`config.mk`:
```
export PLATFORM = sky130hd
export DESIGN_NAME = alu_share_arbiter
export DESIGN_NICKNAME = d
export VERILOG_FILES = /design/src/rtl/alu_share_arbiter_pkg.sv /design/src/rtl/alu_share_arbiter_alu.sv /design/src/rtl/alu_share_arbiter.sv
export SDC_FILE = /design/constraint.sdc
export NUM_CORES = 1
export LEC_CHECK = 0
export CORE_ASPECT_RATIO = 0.6
export CORE_MARGIN = 8
export CORE_UTILIZATION = 50
export DETAILED_ROUTE_END_ITERATION = 16
export GPL_TIMING_DRIVEN = 0
export MAX_ROUTING_LAYER = met4
export PLACE_DENSITY = 0.78
export SKIP_CTS_REPAIR_TIMING = 1
export SYNTH_ARGS = -nofsm -noshare
export SYNTH_HDL_FRONTEND = slang
export SYNTH_SLANG_ARGS = --single-unit
```
`constraint.sdc`:
```
create_clock -name clk -period 4.7 [get_ports clk]
set_clock_uncertainty 0.1 [all_clocks]
set_input_delay 1.41 -clock clk [delete_from_list [all_inputs] [get_ports clk]]
set_output_delay 1.41 -clock clk [all_outputs]
set_load 0.05 [all_outputs]
```
`src/rtl/alu_share_arbiter_pkg.sv`:
```
// Shared definitions for the ALU share arbiter: default widths, ALU control codes,
// FSM state encoding and a small one-hot helper.
// No ports; imported by alu_share_arbiter and alu_share_arbiter_alu.
package alu_share_arbiter_pkg;

  // Default datapath geometry.
  localparam int WIDTH_DEF  = 32;
  localparam int CTRL_W_DEF = 4;
  localparam int MAX_OP_DEF = 9;

  // ALU control codes. Code 0 is deliberately unused so that an all-zero
  // control word from an idle or mis-decoded issue slot is flagged as illegal.
  localparam int ALU_AND = 1;
  localparam int ALU_OR  = 2;
  localparam int ALU_ADD = 3;
  localparam int ALU_SUB = 4;
  localparam int ALU_SLT = 5;  // signed set-less-than, result is 0 or 1
  localparam int ALU_XOR = 6;
  localparam int ALU_NOR = 7;
  localparam int ALU_SLL = 8;  // shift amount from low bits of operand 2
  localparam int ALU_SRL = 9;

  typedef enum logic [1:0] {
    IDLE = 2'd0,
    EXEC = 2'd1,
    RESP = 2'd2
  } state_t;

  // Two-requester one-hot decode of a requester index.
  function automatic logic [1:0] onehot2(input logic idx);
    return idx ? 2'b10 : 2'b01;
  endfunction

endpackage

```
`src/rtl/alu_share_arbiter_alu.sv`:
```
// Purpose : the existing single-cycle combinational ALU shared by both requesters.
// Latency : purely combinational, no state.
// Ports   : InputData1/InputData2 operands, ALU_Control op code, ALU_Result, Zero (result == 0).
module alu_share_arbiter_alu
  import alu_share_arbiter_pkg::*;
#(
  parameter int WIDTH  = WIDTH_DEF,
  parameter int CTRL_W = CTRL_W_DEF
) (
  input  logic [WIDTH-1:0]  InputData1,
  input  logic [WIDTH-1:0]  InputData2,
  input  logic [CTRL_W-1:0] ALU_Control,
  output logic [WIDTH-1:0]  ALU_Result,
  output logic              Zero
);

  localparam int SH_W = $clog2(WIDTH);

  logic [SH_W-1:0] shamt;
  logic            slt;

  assign shamt = InputData2[SH_W-1:0];
  assign slt   = $signed(InputData1) < $signed(InputData2);

  always_comb begin
    ALU_Result = '0;
    case (ALU_Control)
      CTRL_W'(ALU_AND): ALU_Result = InputData1 & InputData2;
      CTRL_W'(ALU_OR):  ALU_Result = InputData1 | InputData2;
      CTRL_W'(ALU_ADD): ALU_Result = InputData1 + InputData2;
      CTRL_W'(ALU_SUB): ALU_Result = InputData1 - InputData2;
      CTRL_W'(ALU_SLT): ALU_Result = {{(WIDTH-1){1'b0}}, slt};
      CTRL_W'(ALU_XOR): ALU_Result = InputData1 ^ InputData2;
      CTRL_W'(ALU_NOR): ALU_Result = ~(InputData1 | InputData2);
      CTRL_W'(ALU_SLL): ALU_Result = InputData1 << shamt;
      CTRL_W'(ALU_SRL): ALU_Result = InputData1 >> shamt;
      default:          ALU_Result = '0;
    endcase
  end

  assign Zero = (ALU_Result == '0);

endmodule

```
`src/rtl/alu_share_arbiter.sv`:
```
// Purpose : shares one ALU between requester 0 (execute) and requester 1 (branch/address) with round-robin grant.
// Latency : accept at edge N, response valid after edge N+1; at least 3 cycles per op, one op in flight.
// Backpressure: req_ready only in IDLE for the granted requester; response held stable until rsp_ready[owner].
// Ports   : clk, reset_n (sync, active-low); req_valid/req_ready/req_a/req_b/req_ctrl per requester (packed, req 0 in
//           the low slice); rsp_valid/rsp_ready per requester; shared rsp_result/rsp_zero/rsp_err bus; busy.
module alu_share_arbiter
  import alu_share_arbiter_pkg::*;
#(
  parameter int WIDTH  = WIDTH_DEF,
  parameter int CTRL_W = CTRL_W_DEF,
  parameter int MAX_OP = MAX_OP_DEF
) (
  input  logic                  clk,
  input  logic                  reset_n,
  input  logic [1:0]            req_valid,
  output logic [1:0]            req_ready,
  input  logic [2*WIDTH-1:0]    req_a,
  input  logic [2*WIDTH-1:0]    req_b,
  input  logic [2*CTRL_W-1:0]   req_ctrl,
  output logic [1:0]            rsp_valid,
  input  logic [1:0]            rsp_ready,
  output logic [WIDTH-1:0]      rsp_result,
  output logic                  rsp_zero,
  output logic                  rsp_err,
  output logic                  busy
);

  localparam logic [CTRL_W-1:0] MAX_CODE = CTRL_W'(MAX_OP);

  state_t             state;
  logic               last_grant;
  logic               owner;
  logic [WIDTH-1:0]   a_q;
  logic [WIDTH-1:0]   b_q;
  logic [CTRL_W-1:0]  ctrl_q;

  logic               pref;
  logic               grant;
  logic               grant_vld;
  logic               accept;
  logic               ctrl_ok;
  logic [WIDTH-1:0]   grant_a;
  logic [WIDTH-1:0]   grant_b;
  logic [CTRL_W-1:0]  grant_ctrl;
  logic [WIDTH-1:0]   alu_result;
  logic               alu_zero;

  // Round-robin: the requester that was not served last has priority; if it is
  // idle the other one is served, so a lone requester is never stalled.
  assign pref = ~last_grant;

  always_comb begin
    grant     = pref;
    grant_vld = 1'b0;
    if (req_valid[pref]) begin
      grant     = pref;
      grant_vld = 1'b1;
    end else if (req_valid[last_grant]) begin
      grant     = last_grant;
      grant_vld = 1'b1;
    end
  end

  // Ready is withheld while reset is asserted so nothing looks accepted during reset.
  assign req_ready = (reset_n && (state == IDLE) && grant_vld) ? onehot2(grant) : 2'b00;
  assign accept    = |(req_valid & req_ready);

  assign grant_a    = grant ? req_a[2*WIDTH-1:WIDTH]     : req_a[WIDTH-1:0];
  assign grant_b    = grant ? req_b[2*WIDTH-1:WIDTH]     : req_b[WIDTH-1:0];
  assign grant_ctrl = grant ? req_ctrl[2*CTRL_W-1:CTRL_W] : req_ctrl[CTRL_W-1:0];

  // The ALU only ever sees the latched operands, so requester inputs may move
  // freely once the request has been taken.
  alu_share_arbiter_alu #(
    .WIDTH  (WIDTH),
    .CTRL_W (CTRL_W)
  ) u_alu (
    .InputData1  (a_q),
    .InputData2  (b_q),
    .ALU_Control (ctrl_q),
    .ALU_Result  (alu_result),
    .Zero        (alu_zero)
  );

  assign ctrl_ok = (ctrl_q != '0) && (ctrl_q <= MAX_CODE);

  always_ff @(posedge clk) begin
    if (!reset_n) begin
      state      <= IDLE;
      last_grant <= 1'b1;
      owner      <= 1'b0;
      a_q        <= '0;
      b_q        <= '0;
      ctrl_q     <= '0;
      rsp_result <= '0;
      rsp_zero   <= 1'b0;
      rsp_err    <= 1'b0;
    end else begin
      case (state)
        IDLE: begin
          if (accept) begin
            a_q        <= grant_a;
            b_q        <= grant_b;
            ctrl_q     <= grant_ctrl;
            owner      <= grant;
            last_grant <= grant;
            state      <= EXEC;
          end
        end
        EXEC: begin
          // Illegal codes never expose ALU output; they report a clean error.
          if (ctrl_ok) begin
            rsp_result <= alu_result;
            rsp_zero   <= alu_zero;
            rsp_err    <= 1'b0;
          end else begin
            rsp_result <= '0;
            rsp_zero   <= 1'b0;
            rsp_err    <= 1'b1;
          end
          state <= RESP;
        end
        RESP: begin
          // Only the owner's ready completes the response.
          if (rsp_ready[owner]) begin
            state <= IDLE;
          end
        end
        default: state <= IDLE;
      endcase
    end
  end

  assign rsp_valid = (state == RESP) ? onehot2(owner) : 2'b00;
  assign busy      = (state != IDLE);

endmodule
```
### Word level (Yosys, flattened, before mapping)

Index checks and enable logic that the tools add are counted.

* $add $sub $neg: 2
* shifts and indexed selects: 2
* reduce and logical (&&, ||, !) cells: 10
* mux-type cells: 24
* equality and inequality tests: 13
* bitwise logic cells: 6
* magnitude comparators: 5

Operator list (number)
* $pmux 32 s9: 1
* $mux 32: 3
* $add 32x32->32: 1
* $and 32x32->32: 1
* $logic_not 32->1: 1
* $lt 32x32->1: 1
* $not 32->32: 1
* $or 32x32->32: 1
* $shl 32x5->32: 1
* $shr 32x5->32: 1
* $sub 32x32->32: 1
* $xor 32x32->32: 1
* $eq 4x3->1 const B: 4
* $mux 1: 12
* $mux 2: 6
* $eq 4x2->1 const B: 2
* $eq 4x4->1 const B: 2
* $lt 1x2->1 const B: 3
* $pmux 2 s3: 1
* $eq 4x1->1 const B: 1
* $le 4x4->1 const B: 1
* $mux 4: 1
* $ne 2x2->1 const B: 2
* $reduce_and 2->1: 2
* 9 further kinds: 11

* word-level logic and storage cells: 71
* input bits: 142
* output and inout port bits: 39
* bits in registers: 106

### Logic depth before layout (Yosys ltp)

* word-level depth: 10
* depth in mapped cells: 18
* gate-level depth less buffers: 15

### Cells and area by module

Synthesis repeated with hierarchy kept, for this count alone.

* cells, all modules: 1904
* area total of the unflattened synthesis: 14119.8 um2

By module, submodules not included
* alu_share_arbiter_alu: area each 10009.6 um2, seq. area each 0.0 um2, times used 1, cells an instance 1421
* alu_share_arbiter: area each 4110.2 um2, seq. area each 2122.0 um2, times used 1, cells an instance 483

### Worst setup path after synthesis

No wires, ideal clock.

* path type: in2out
* start point: input port reset_n
* end point: output port req_ready[1]
* buffers on the path: 3
* data arrival time: 3353 ps
* stages: 5
* required time: 3190 ps
* slack: -163 ps
* cell sequence: clkbuf_1 > nor3b_1 > clkbuf_1 > clkbuf_1 > nor2b_1

* longest elaborated chain between the ends: 3

Ends and longest elaborated chain
* start: declaration: RTL line alu_share_arbiter.sv:14 `input logic reset_n,`
* $logic_and 1x1->1 (2 in a row): RTL line alu_share_arbiter.sv:65 `assign req_ready = (reset_n && (state == IDLE) && grant_vld) ? onehot2(grant) : 2'b00;`
* $mux 2: RTL line alu_share_arbiter.sv:65
* end: declaration: RTL line alu_share_arbiter.sv:16 `output logic [1:0] req_ready,`

Every way passes these cells.

### Worst setup path in the final report

* start point: register ctrl_q[1]
* end point: register rsp_zero

* longest elaborated chain between the ends: 4
* elaborated cells on any way between the ends: 15
* classes of those cells: order compare (1); eq/ne (9); mux (2); reduce/logical (3)

Ends and longest elaborated chain
* start: declaration: RTL line alu_share_arbiter.sv:35 `logic [CTRL_W-1:0] ctrl_q;`
* start signal: assignment: RTL line alu_share_arbiter.sv:104 `ctrl_q <= grant_ctrl;`
* $eq 4x4->1, or another cell as far along: RTL line alu_share_arbiter_alu.sv:27 `case (ALU_Control)`
* $pmux 32 s9: RTL line alu_share_arbiter_alu.sv:27
* $logic_not 32->1: RTL line alu_share_arbiter_alu.sv:41 `assign Zero = (ALU_Result == '0);`
* $mux 1 *: RTL line alu_share_arbiter.sv:112 `if (ctrl_ok) begin`
* end signal: assignment: RTL line alu_share_arbiter.sv:114 `rsp_zero <= alu_zero;`
* end: declaration: RTL line alu_share_arbiter.sv:23 `output logic rsp_zero,`

Every way passes the cells marked *; elsewhere a longest branch is shown, timed or not.
A chain may end at the register's enable or synchronous reset.

==> key figures <==
Run status
  – Status: finished with violations
  – Failing checks: max-capacitance violations, negative setup slack

Worst setup path
  – CP max FO: 10
  – Worst path bufs/invs: 3
  – CP max-delay cell: clkbuf_1
  – CP required: about 5000 ps
  – Crit-path cells: buf_2 > clkbuf_1 > clkbuf_1 > nand3b_1 > o21ai_0 > nand2_1 > nand3_1 > nor4_4 > nor4b_2 > nand4_1 > nor4_1 > nand4_1 > nor4_2 > a31o_1
  – Endpoint type of the worst setup path: register
  – R2r startpoint: ctrl_q[1]
  – R2R Setup Slk: -250 ps
  – Type of origin of the critical path: register
  – Worst setup path class: reg -> reg
  – Crit-path max cell delay: 810 ps
  – Reg2Reg Depth: 14
  – Crit path DAT: just over 5000 ps
  – Reg-to-reg endpoint: rsp_zero
  – Crit-path leading delay family: simple AND/OR/NAND/NOR gates

Die
  – Die Wd: 236 µm
  – I/O Pins: 181
  – CORE AREA: ~29000 µm²
  – Initial Util: 0.506
  – Die Area: between 30000 and 40000 µm²
  – Row count: between 40 and 50
  – Die height: between 100 and 150 µm

Logic synthesis
  – Post-synthesis register bit count: ~110
  – EDFF count, synth: 0
  – Syn nets: between 2000 and 2500
  – Seq/Total Area, Yosys: 0.146
  – Most frequent cell after synthesis: nand2_1
  – FFs w/ async S/R, synth: 0
  – Cell area after synthesis: 14500 µm²
  – Library cells used by synthesis: slightly above 90
  – Syn Inst Count: about 1900
  – Syn Area/Cell: between 7 and 8 µm²
  – YS warnings: 0
  – Ys flop type: dfxtp_1
  – Yosys top cell area share: 0.146
  – Cell taking the most area after synthesis: dfxtp_1
  – Commonest cells in the netlist: nand2_1 (188), nor2_1 (147), clkbuf_1 (129), mux2i_1 (120), dfxtp_1 (106)
  – Top cells by area, synth: dfxtp_1 (15%), ha_1 (8.6%), mux4_2 (8.5%)

STA
  – Hold Violations, Final: 0
  – Setup TNS: -309 ps
  – Max_slew headroom: 0.00848
  – Worst Max-Slew Pin Slew: 1480 ps
  – Minimum clock period: about 5000 ps
  – Worst setup margin: -247 ps
  – Max-slew violation count: 0
  – Fmax: a little over 200 MHz
  – Final period util: 1.05
  – Final setup viols: 4
  – Unrepaired setup endpoints after global routing: true

Layout
  – Layout area overhead: 21.0%
  – Non-Filler Instances: roughly 2500
  – Post-Route Utilization: 0.612
  – Nets: around 2300
  – Ratio of cells with drive above 1 in the final layout: 0.117

GRT
  – Vias in the first global route: approximately 17000
  – Global-route wire length before repair: around 120000 µm
  – Grt ovf: 0
  – Pin count of the biggest net entering global routing: 21
  – Initial antenna violation count: 4
  – Grt peak-use layer: met1
  – Tot GR Track Use: 0.458
  – Met3 usage: 0.278
  – Grt met2 use: 0.569
  – Met1 Usage GRT: 0.580

Placed design
  – IO buf count: 179
  – Gpl congestion: 1.21
  – HPWL after DPL: around 66000 µm
  – Pre-CTS WS: -1380 ps
  – Placed cell count: 2432

Route
  – Routed via count: between 15000 and 20000
  – Drt drc: 0
  – Final wirelength: between 80000 and 90000 µm
  – Vias per std cell: about 7.5
  – Avg WL per Cell: 33.4 µm
  – Antenna Nets Post-Route: 0
  – Drt initial violations: roughly 3400
  – Drt first pass iters: 14

Clocking
  – Num CTS Buffers: 9
  – Clock Tree Root: clkbuf_16
  – Clk_lat worst skew: around 400 ps
  – Clock slew at reported path FFs: around 90 ps
  – H-tree depth: 3
  – CTS Sinks: 106
  – CTS Buffer Depth: 2
  – CTS tree: done

Worst hold path
  – Hold Path Cell Cnt: 2
  – Hold Path Sink: rsp_result[6]
  – Hold Path Origin: rsp_result[6]
  – Worst min path class: reg -> reg

Pwr
  – Power Density: between 200 and 300 nW/µm²
  – LEAKAGE: 7.39 nW
  – Design Power: 0.00507 W
  – Peak supply drop: between 0.15 and 0.2 mV

Flow run
  – Number of max-cap violations: 1
-- tightest hold or removal path, cell delays in order, from the launching register on --
cell      delay (ps)
dfxtp_1          320
nand2_1           50
a21boi_0          70
-- where the power goes --
| group | switching [W] | internal [W] | total (W) |
|---|---|---|---|
| Clock | 0.000443 | 0.000378 | 0.000820 |
| Combinational | 0.00204 | 0.00108 | 0.00311 |
| Sequential | 0.000158 | 0.000974 | 0.00113 |
| Total | 0.00264 | 0.00243 | 0.00507 |
-- worst max-delay path by stage --
stage | depth (start not counted) | to | startpoint | slack, ps
4_1_cts | 6 | req_ready[1] | reset_n | -1400
6_report | 14 | rsp_zero | ctrl_q[1] | -250
3_3_place_gp | 6 | req_ready[1] | reset_n | -1330
3_5_place_dp | 6 | req_ready[1] | reset_n | -1380
2_1_floorplan | 5 | req_ready[1] | reset_n | 80
5_1_grt | 15 | rsp_zero | a_q[11] | -140
-- area by class of cell --
cell class	count	area [µm²]
Clock inverter	7	70.1
Inverter	98	379
Sequential cell	106	2120
Timing Repair Buffer	201	1950
Tap cell	375	469
Fill cell	2579	11100
Multi-Input combinational cell	1491	11400
Antenna cell	4	10.0
Clock buffer	9	225
Buffer	180	866
-- per-layer routing --
metal	share of wire	wire, µm	vias to the layer above
met5	0	0	-
met4	0.051	4210	0
met2	0.36	29700	1857
li1	-	-	7483
met1	0.39	32200	8805
met3	0.20	16300	411
-- registers in the layout, summed over array words and instances, names as in the netlist --
signal	cells
last_grant	1
ctrl_q	4
state	2
owner	1
rsp_zero	1
rsp_result	32
a_q	32
b_q	32
rsp_err	1
-- stage by stage --
| stage | instance area [µm²] | hold WS (ps) |
|---|---|---|
| floorplan | 14500 | 386 |
| global placement | 16800 | 359 |
| detailed placement | 16800 | 369 |
| CTS | 17100 | 382 |
| global route | 17500 | 419 |
| finish | 17500 | 390 |
-- cells by family after synthesis --
| logic type | count (synthesis) | share of synthesized area |
|---|---|---|
| AOI/OAI and AO/OA | 601 | 0.306 |
| and+or+nand+nor | 593 | 0.196 |
| buffers and inverters | 280 | 0.0786 |
| muxes | 191 | 0.181 |
| DFF | 106 | 0.146 |
| adders and majority gates | 103 | 0.0897 |
| xor gates and xnor gates | 3 | 0.00181 |
-- layout by cell type, fill, tap and decap left out, types with 19 or more instances in the layout --
cell type | Yosys | routed
a211oi_1 | 29 | 24
a21o_1 | 19 | 19
a21oi_1 | 103 | 102
a22oi_1 | 44 | 44
buf_2 | 35 | 29
buf_4 | 8 | 31
clkbuf_1 | 129 | 106
clkdlybuf4s50_1 | 0 | 177
dfxtp_1 | 106 | 104
ha_1 | 100 | 99
inv_1 | 96 | 94
mux2i_1 | 120 | 119
mux4_2 | 55 | 55
nand2_1 | 188 | 188
nand3_1 | 34 | 34
nor2_1 | 147 | 147
nor2b_1 | 41 | 40
nor3_1 | 43 | 42
o211a_1 | 73 | 73
o211ai_1 | 22 | 22
o21ai_0 | 89 | 83
(Power assumes the default switching activity.)
